### src/rtl/acs_pkg.sv
`default_nettype none
// ============================================================================
// Module   : acs_pkg
// Purpose  : Shared types, constants and trellis helpers for the ACS scheduler
//            of a 4-state, K=3, rate-1/2 Viterbi decoder (g0=7, g1=5).
// Contents : W_DEF / INIT_PEN_DEF defaults, NS, FSM state enum,
//            predecessor functions p0/p1 and branch-metric index bm_idx.
// Revision : 1.0 - initial release
// ============================================================================
package acs_pkg;

    localparam int W_DEF        = 6;   // metric width, matches the shared adder
    localparam int INIT_PEN_DEF = 16;  // starting metric of states 1..3
    localparam int NS           = 4;   // number of trellis states

    typedef enum logic [1:0] {
        IDLE = 2'd0,
        ADD0 = 2'd1,
        ADD1 = 2'd2,
        DONE = 2'd3
    } acs_state_t;

    // Next state ns = {u, x}; both predecessors share s1 = x and differ in s0.
    function automatic logic [1:0] p0(input logic [1:0] ns);
        return {ns[0], 1'b0};
    endfunction

    function automatic logic [1:0] p1(input logic [1:0] ns);
        return {ns[0], 1'b1};
    endfunction

    // Codeword emitted on pred -> ns with input bit u = ns[1]:
    //   c0 = u ^ s1 ^ s0 (g0=111), c1 = u ^ s0 (g1=101); index = {c0, c1}.
    function automatic logic [1:0] bm_idx(input logic [1:0] pred, input logic [1:0] ns);
        logic c0;
        logic c1;
        c0 = ns[1] ^ pred[1] ^ pred[0];
        c1 = ns[1] ^ pred[0];
        return {c0, c1};
    endfunction

endpackage
`default_nettype wire

### src/rtl/acs_min4.sv
`default_nettype none
// ============================================================================
// Module   : acs_min4
// Purpose  : Combinational 4-way signed minimum; reports the index of the
//            smallest metric, lowest index on a tie.
// Ports    : pm   in  NS*W  metrics, slice s = state s
//            best out 2     index of the minimum
// Revision : 1.0 - initial release
// ============================================================================
module acs_min4
    import acs_pkg::*;
#(
    parameter int W = W_DEF
) (
    input  logic [NS*W-1:0] pm,
    output logic [1:0]      best
);

    logic signed [W-1:0] w_v [NS];

    for (genvar gi = 0; gi < NS; gi++) begin : g_unpack
        assign w_v[gi] = pm[gi*W +: W];
    end

    logic                w_lo_sel;
    logic                w_hi_sel;
    logic signed [W-1:0] w_lo_min;
    logic signed [W-1:0] w_hi_min;

    // Strict less-than at every level keeps the lower index on ties.
    assign w_lo_sel = (w_v[1] < w_v[0]);
    assign w_hi_sel = (w_v[3] < w_v[2]);
    assign w_lo_min = w_lo_sel ? w_v[1] : w_v[0];
    assign w_hi_min = w_hi_sel ? w_v[3] : w_v[2];

    assign best = (w_hi_min < w_lo_min) ? {1'b1, w_hi_sel} : {1'b0, w_lo_sel};

endmodule
`default_nettype wire

### src/rtl/acs_scheduler.sv
`default_nettype none
// ============================================================================
// Module   : acs_scheduler
// Purpose  : Time-multiplexes one external 6-bit signed saturating adder over
//            the 8 add-compare-select operations of a 4-state Viterbi trellis
//            step, then commits the survivor metrics in one edge.
// Ports    : clk        in   rising-edge clock
//            rst_n      in   synchronous reset, active low
//            init       in   reload initial metrics (IDLE only, beats step_valid)
//            step_valid in   bm_in holds a valid trellis step
//            step_ready out  idle, accepts a step
//            bm_in      in   4*W branch metrics, slice k = codeword {c0,c1}=k
//            add_a      out  W shared adder operand a (path metric)
//            add_b      out  W shared adder operand b (branch metric)
//            add_y      in   W shared adder saturated sum, same cycle
//            surv_valid out  one-cycle strobe for surv_bits/best_state/pm_out
//            surv_bits  out  4 survivor decision per next state (1 = pred p1)
//            best_state out  2 index of minimum new metric
//            pm_out     out  4*W current path metrics, slice s = state s
//            sat_flag   out  sticky: a selected metric reached +2^(W-1)-1
// Revision : 1.0 - initial release
// ============================================================================
module acs_scheduler
    import acs_pkg::*;
#(
    parameter int W        = W_DEF,
    parameter int INIT_PEN = INIT_PEN_DEF
) (
    input  logic            clk,
    input  logic            rst_n,
    input  logic            init,
    input  logic            step_valid,
    output logic            step_ready,
    input  logic [NS*W-1:0] bm_in,
    output logic [W-1:0]    add_a,
    output logic [W-1:0]    add_b,
    input  logic [W-1:0]    add_y,
    output logic            surv_valid,
    output logic [3:0]      surv_bits,
    output logic [1:0]      best_state,
    output logic [NS*W-1:0] pm_out,
    output logic            sat_flag
);

    localparam logic [NS*W-1:0] c_pm_init = {{3{W'(INIT_PEN)}}, {W{1'b0}}};
    localparam logic [W-1:0]    c_sat_max = {1'b0, {(W-1){1'b1}}};

    acs_state_t      r_state;
    acs_state_t      w_state_nxt;
    logic [1:0]      r_ns;
    logic [NS*W-1:0] r_bm;
    logic [NS*W-1:0] r_pm;
    logic [NS*W-1:0] r_pm_nxt;
    logic [W-1:0]    r_cand0;
    logic [3:0]      r_surv_nxt;
    logic [3:0]      r_surv_bits;
    logic [1:0]      r_best;
    logic            r_sat;

    logic            w_in_add;
    logic            w_accept;
    logic [1:0]      w_pred;
    logic [1:0]      w_idx;
    logic            w_take_p1;
    logic [W-1:0]    w_winner;
    logic [NS*W-1:0] w_pm_nxt_d;
    logic [3:0]      w_surv_d;
    logic [1:0]      w_best;

    // ------------------------------------------------------------------
    // FSM: state register and next-state / control outputs
    // ------------------------------------------------------------------
    always_ff @(posedge clk) begin
        if (!rst_n) r_state <= IDLE;
        else        r_state <= w_state_nxt;
    end

    always_comb begin
        w_state_nxt = r_state;
        step_ready  = 1'b0;
        surv_valid  = 1'b0;
        w_accept    = 1'b0;
        case (r_state)
            IDLE: begin
                step_ready = 1'b1;
                // init takes priority; the step stays pending upstream.
                w_accept = step_valid && !init;
                if (w_accept) w_state_nxt = ADD0;
            end
            ADD0: w_state_nxt = ADD1;
            ADD1: w_state_nxt = (r_ns == 2'd3) ? DONE : ADD0;
            DONE: begin
                surv_valid  = 1'b1;
                w_state_nxt = IDLE;
            end
            default: w_state_nxt = IDLE;
        endcase
    end

    // ------------------------------------------------------------------
    // Adder operand steering: ADD0 reads predecessor p0, ADD1 reads p1.
    // Reads always come from the committed metrics, never from pm_nxt.
    // ------------------------------------------------------------------
    assign w_in_add = (r_state == ADD0) || (r_state == ADD1);
    assign w_pred   = (r_state == ADD1) ? p1(r_ns) : p0(r_ns);
    assign w_idx    = bm_idx(w_pred, r_ns);
    assign add_a    = w_in_add ? r_pm[w_pred*W +: W] : '0;
    assign add_b    = w_in_add ? r_bm[w_idx*W +: W]  : '0;

    // p1 wins only when strictly smaller; ties keep p0.
    assign w_take_p1 = $signed(add_y) < $signed(r_cand0);
    assign w_winner  = w_take_p1 ? add_y : r_cand0;

    // Next value of the shadow metrics/decisions, including the write of
    // the current ADD1 cycle, so the last write can commit in the same edge.
    always_comb begin
        w_pm_nxt_d = r_pm_nxt;
        w_surv_d   = r_surv_nxt;
        if (r_state == ADD1) begin
            w_pm_nxt_d[r_ns*W +: W] = w_winner;
            w_surv_d[r_ns]          = w_take_p1;
        end
    end

    acs_min4 #(
        .W (W)
    ) u_min4 (
        .pm   (w_pm_nxt_d),
        .best (w_best)
    );

    // ------------------------------------------------------------------
    // Datapath registers
    // ------------------------------------------------------------------
    always_ff @(posedge clk) begin
        if (!rst_n) begin
            r_ns        <= 2'd0;
            r_bm        <= '0;
            r_pm        <= c_pm_init;
            r_pm_nxt    <= '0;
            r_cand0     <= '0;
            r_surv_nxt  <= 4'd0;
            r_surv_bits <= 4'd0;
            r_best      <= 2'd0;
            r_sat       <= 1'b0;
        end else begin
            case (r_state)
                IDLE: begin
                    if (init) begin
                        r_pm <= c_pm_init;
                    end else if (w_accept) begin
                        r_bm <= bm_in;
                        r_ns <= 2'd0;
                    end
                end
                ADD0: r_cand0 <= add_y;
                ADD1: begin
                    r_pm_nxt   <= w_pm_nxt_d;
                    r_surv_nxt <= w_surv_d;
                    if (w_winner == c_sat_max) r_sat <= 1'b1;
                    if (r_ns == 2'd3) begin
                        // Entry edge of DONE: commit the whole step at once.
                        r_pm        <= w_pm_nxt_d;
                        r_surv_bits <= w_surv_d;
                        r_best      <= w_best;
                    end else begin
                        r_ns <= r_ns + 2'd1;
                    end
                end
                default: ;
            endcase
        end
    end

    assign pm_out     = r_pm;
    assign surv_bits  = r_surv_bits;
    assign best_state = r_best;
    assign sat_flag   = r_sat;

endmodule
`default_nettype wire

### config.mk
export PLATFORM = sky130hd
export DESIGN_NAME = acs_scheduler
export DESIGN_NICKNAME = d
export VERILOG_FILES = /design/src/rtl/acs_pkg.sv /design/src/rtl/acs_min4.sv /design/src/rtl/acs_scheduler.sv
export SDC_FILE = /design/constraint.sdc
export NUM_CORES = 1
export LEC_CHECK = 0
export ABC_AREA = 0
export CORE_MARGIN = 4
export CORE_UTILIZATION = 49
export DETAILED_ROUTE_END_ITERATION = 7
export PLACE_DENSITY = 0.77
export SYNTH_ARGS = -nofsm -noshare
export SYNTH_HDL_FRONTEND = slang
export SYNTH_SLANG_ARGS = --single-unit
### constraint.sdc
create_clock -name clk -period 6.3 [get_ports clk]
set_clock_uncertainty 0.2 [all_clocks]
set_input_delay 1.26 -clock clk [delete_from_list [all_inputs] [get_ports clk]]
set_output_delay 1.26 -clock clk [all_outputs]
set_load 0.01 [all_outputs]
==> summary.txt <==
Status
  – Status: completed

STA
  – Final setup violation count: 0
  – Pin slew with the least headroom to its limit: 1290 ps
  – Minimum clock period: between 6000 and 7000 ps
  – Final hold violations: 0
  – Highest achievable clock rate: 0.159 GHz
  – Final worst-path cycle share: between 90% and 100%
  – RSZ-0062 raised after global routing: yes
  – Slew HR: 14.1%
  – Slew Viols, Final: 0

Yosys
  – Syn nets: 642
  – Mapped Cells: 577
  – Yosys top cell by area: dfxtp_1
  – Synthesis warning total: 0
  – Async SR Flop Fraction: 0%
  – Syn Std Cell Area: about 5100 µm²
  – Most area-consuming cells after synthesis: dfxtp_1 (36%), ha_1 (7.6%), nand2_1 (6.8%)
  – Seq/Total Area, Yosys: 35.9%
  – Main flop type after synthesis: dfxtp_1
  – Post-synth EDFFs: 0
  – Yosys reg bits: 92
  – Commonest cells in the netlist: nand2_1 (93), dfxtp_1 (92), nor2b_1 (32), and2_1 (31), ha_1 (31)
  – Cell variety after synth: 71
  – Count leader, synth: nand2_1
  – Synth Area per Inst: 8.90 µm²
  – Yosys top cell area share: 35.9%

Worst setup path
  – Crit-path slowest cell: or4b_1
  – RR Startpoint: r_ns[0]
  – Startpoint types: input pin
  – RR Endpoint: best_state[0]
  – R2R depth: 23
  – Slowest stage delay, CP: 430 ps
  – Setup slack, reg-to-reg: 370 ps
  – Worst Setup Path Type: in -> reg
  – Worst path cell trace: buf_6 -> ha_4 -> or4b_1 -> a311o_1 -> nand3_4 -> mux2_4 -> a32o_2 -> buf_6 -> a22oi_2 -> inv_1 -> ha_1 -> o211a_1 -> a31oi_4 -> a31oi_2 -> o21a_2 -> buf_4 -> mux2_4 -> ha_4 -> o2111a_1 -> o22ai_1 -> o32a_1 -> and2_4 -> o311ai_4
  – CP Max Fanout: 5
  – Arrival time worst endpoint: between 6000 and 7000 ps
  – CP required: 6380 ps
  – Worst setup EP type: flop

Floorplanning
  – Core Box Area: 10300 µm²
  – Die area: 12200 µm²
  – Ports: 79
  – # rows: 37
  – Initial Util: 50.0%
  – Die Y: 110 µm
  – Die Width: ~110 µm

Global route
  – Total grt overflow: 0
  – Total Routing Usage GR: approximately a quarter
  – First-pass GRT wire length: 23800 µm
  – Vias in the first global route: 4780
  – Largest net degree at the start of global routing: 75
  – Initial antenna violation count: 0

Placement
  – Port Buffers: 78
  – Gpl congestion: 0.927
  – Post-DP HPWL: 11500 µm
  – DP Area: around 6700 µm²

Cells and area
  – Layout Utilization: 69.6%
  – NumNets Final: 792
  – Layout area overhead: 39.2%
  – Layout cell share with drive strength beyond 1: 24.0%
  – Final Instance Area: 7150 µm²
  – Layout fillers: between 800 and 900
  – Reg area: 1840 µm²
  – Antenna Cells: 0
  – Combined area of the multi-input logic cells: 3430 µm²

Min path
  – Worst Min Path Start: best_state[1]
  – WHS Endpoint: best_state[1]
  – Path type of the worst min-delay path: reg -> reg
  – Hold-critical path depth: 2

Clock network
  – H-tree depth: 3
  – Clk pin slew, worst setup/hold paths: ~80 ps
  – CTS Hold Buffers Added: 0
  – CTS tree: built
  – Worst-Skew Late Latency: 370 ps
  – Clock Path Buffers: 2
  – CTS root buffer: clkbuf_8
  – Clock net sink count: 92
  – Number of buffers created by CTS: 9

Power
  – Tot Pwr: ~1.6 mW
  – Worst vdd ir: approximately 0.00012 V
  – Leak: 2.82 nW
  – Pwr dens: 219 nW/µm²

Route
  – 1st-iter DRT viols: around 320
  – Drt drc: 0
  – Antenna Nets Post-Route: 0
  – DRT Pass-1 Iters: 5
  – Vias per inst: 5.64
  – Routed wire per std cell: between 15 and 20 µm
  – Final WL: 15200 µm
  – Vias: 4882

Job
  – Max-cap violation count: 0
-- worst max-delay path: cells and delay by family --
kind            cells  cell delay [ps]
fa+ha+maj           3              780
buf+inv             4              420
mux                 2              660
compound gates     11             2490
simple gates        3              740
-- metal layers --
| metal | part of all wire [%] | routed length (µm) | vias to the layer above | global-route usage [%] |
|---|---|---|---|---|
| met5 | 0 | 0 | - | 0 |
| met1 | 43 | 6600 | 2341 | 33.3 |
| met3 | 5.6 | 857 | 24 | 4.25 |
| li1 | - | - | 2365 | - |
| met4 | 2.2 | 335 | 0 | 7.74 |
| met2 | 49 | 7440 | 152 | 42.7 |
-- through the flow --
step           hold slack (ps)  cells  TNS (ps)  setup slack, ps
3_5_place_dp               252    836     -1360             -716
5_1_grt                    284    865      -225             -142
3_3_place_gp               246    836      -986             -523
2_1_floorplan              240    577     -5.10            -5.10
6_report                   262    865         0             12.4
4_1_cts                    264    855         0             1.32
-- cells by family after synthesis --
group	Yosys count	share of synthesized area [%]
DFF	92	35.9
buffers and inverters	51	3.92
and+or+nand+nor	213	20.6
AOI/OAI and AO/OA	151	21.3
adders and majority gates	31	7.55
muxes	37	10.4
xor gates and xnor gates	2	0.341
-- cells in the final DEF (no fill, tap or decap), types with 9 or more instances in the layout --
cell and n:
clkbuf_8 9, buf_4 86, and2_1 30, nand2_1 93, nor2b_1 31, mux4_2 12, dfxtp_1 92, mux2i_1 13
ha_1 20, inv_1 17, a21oi_1 15, nor2_1 23, clkdlybuf4s50_1 71, o21ai_0 30, a21boi_0 25
-- worst max path at each step --
stage               endpoint      from  cells past startpoint  slack (ps)
6_report       best_state[0]  add_y[5]                     23          10
5_1_grt        best_state[0]  add_y[5]                     27        -140
4_1_cts        best_state[0]  add_y[4]                     24           1
3_5_place_dp   best_state[0]  add_y[5]                     26        -720
3_3_place_gp   best_state[0]  add_y[5]                     24        -520
2_1_floorplan  best_state[0]  add_y[5]                     24          -5
-- area by class of cell --
cell class	instances	share of cell area, %
Inverter	20	1.08
Tap cell	136	2.38
Multi-Input combinational cell	434	47.9
Timing Repair Buffer	170	20.8
Clock buffer	10	1.78
Sequential cell	92	25.8
Clock inverter	3	0.245
-- repair_timing --
item	in CTS	in global routing
gates resized for setup	14	37
setup endpoints to repair	2	2
buffers inserted	6	10
pin swaps	21	29
-- power breakdown --
group	total (mW)	internal, mW	switching, mW	leakage (nW)
clock network	0.337	0.136	0.202	0.0739
logic	0.608	0.301	0.306	2.01
registers	0.625	0.606	0.0186	0.744
total	1.57	1.04	0.527	2.82
-- state kept, by name, indices dropped and copies added (netlist names), 2 cells and up --
name	flops
r_bm	24
r_surv_nxt	3
surv_bits	4
r_pm_nxt	24
r_cand0	6
best_state	2
r_state	2
r_ns	2
pm_out	24
(Power assumes the default switching activity.)
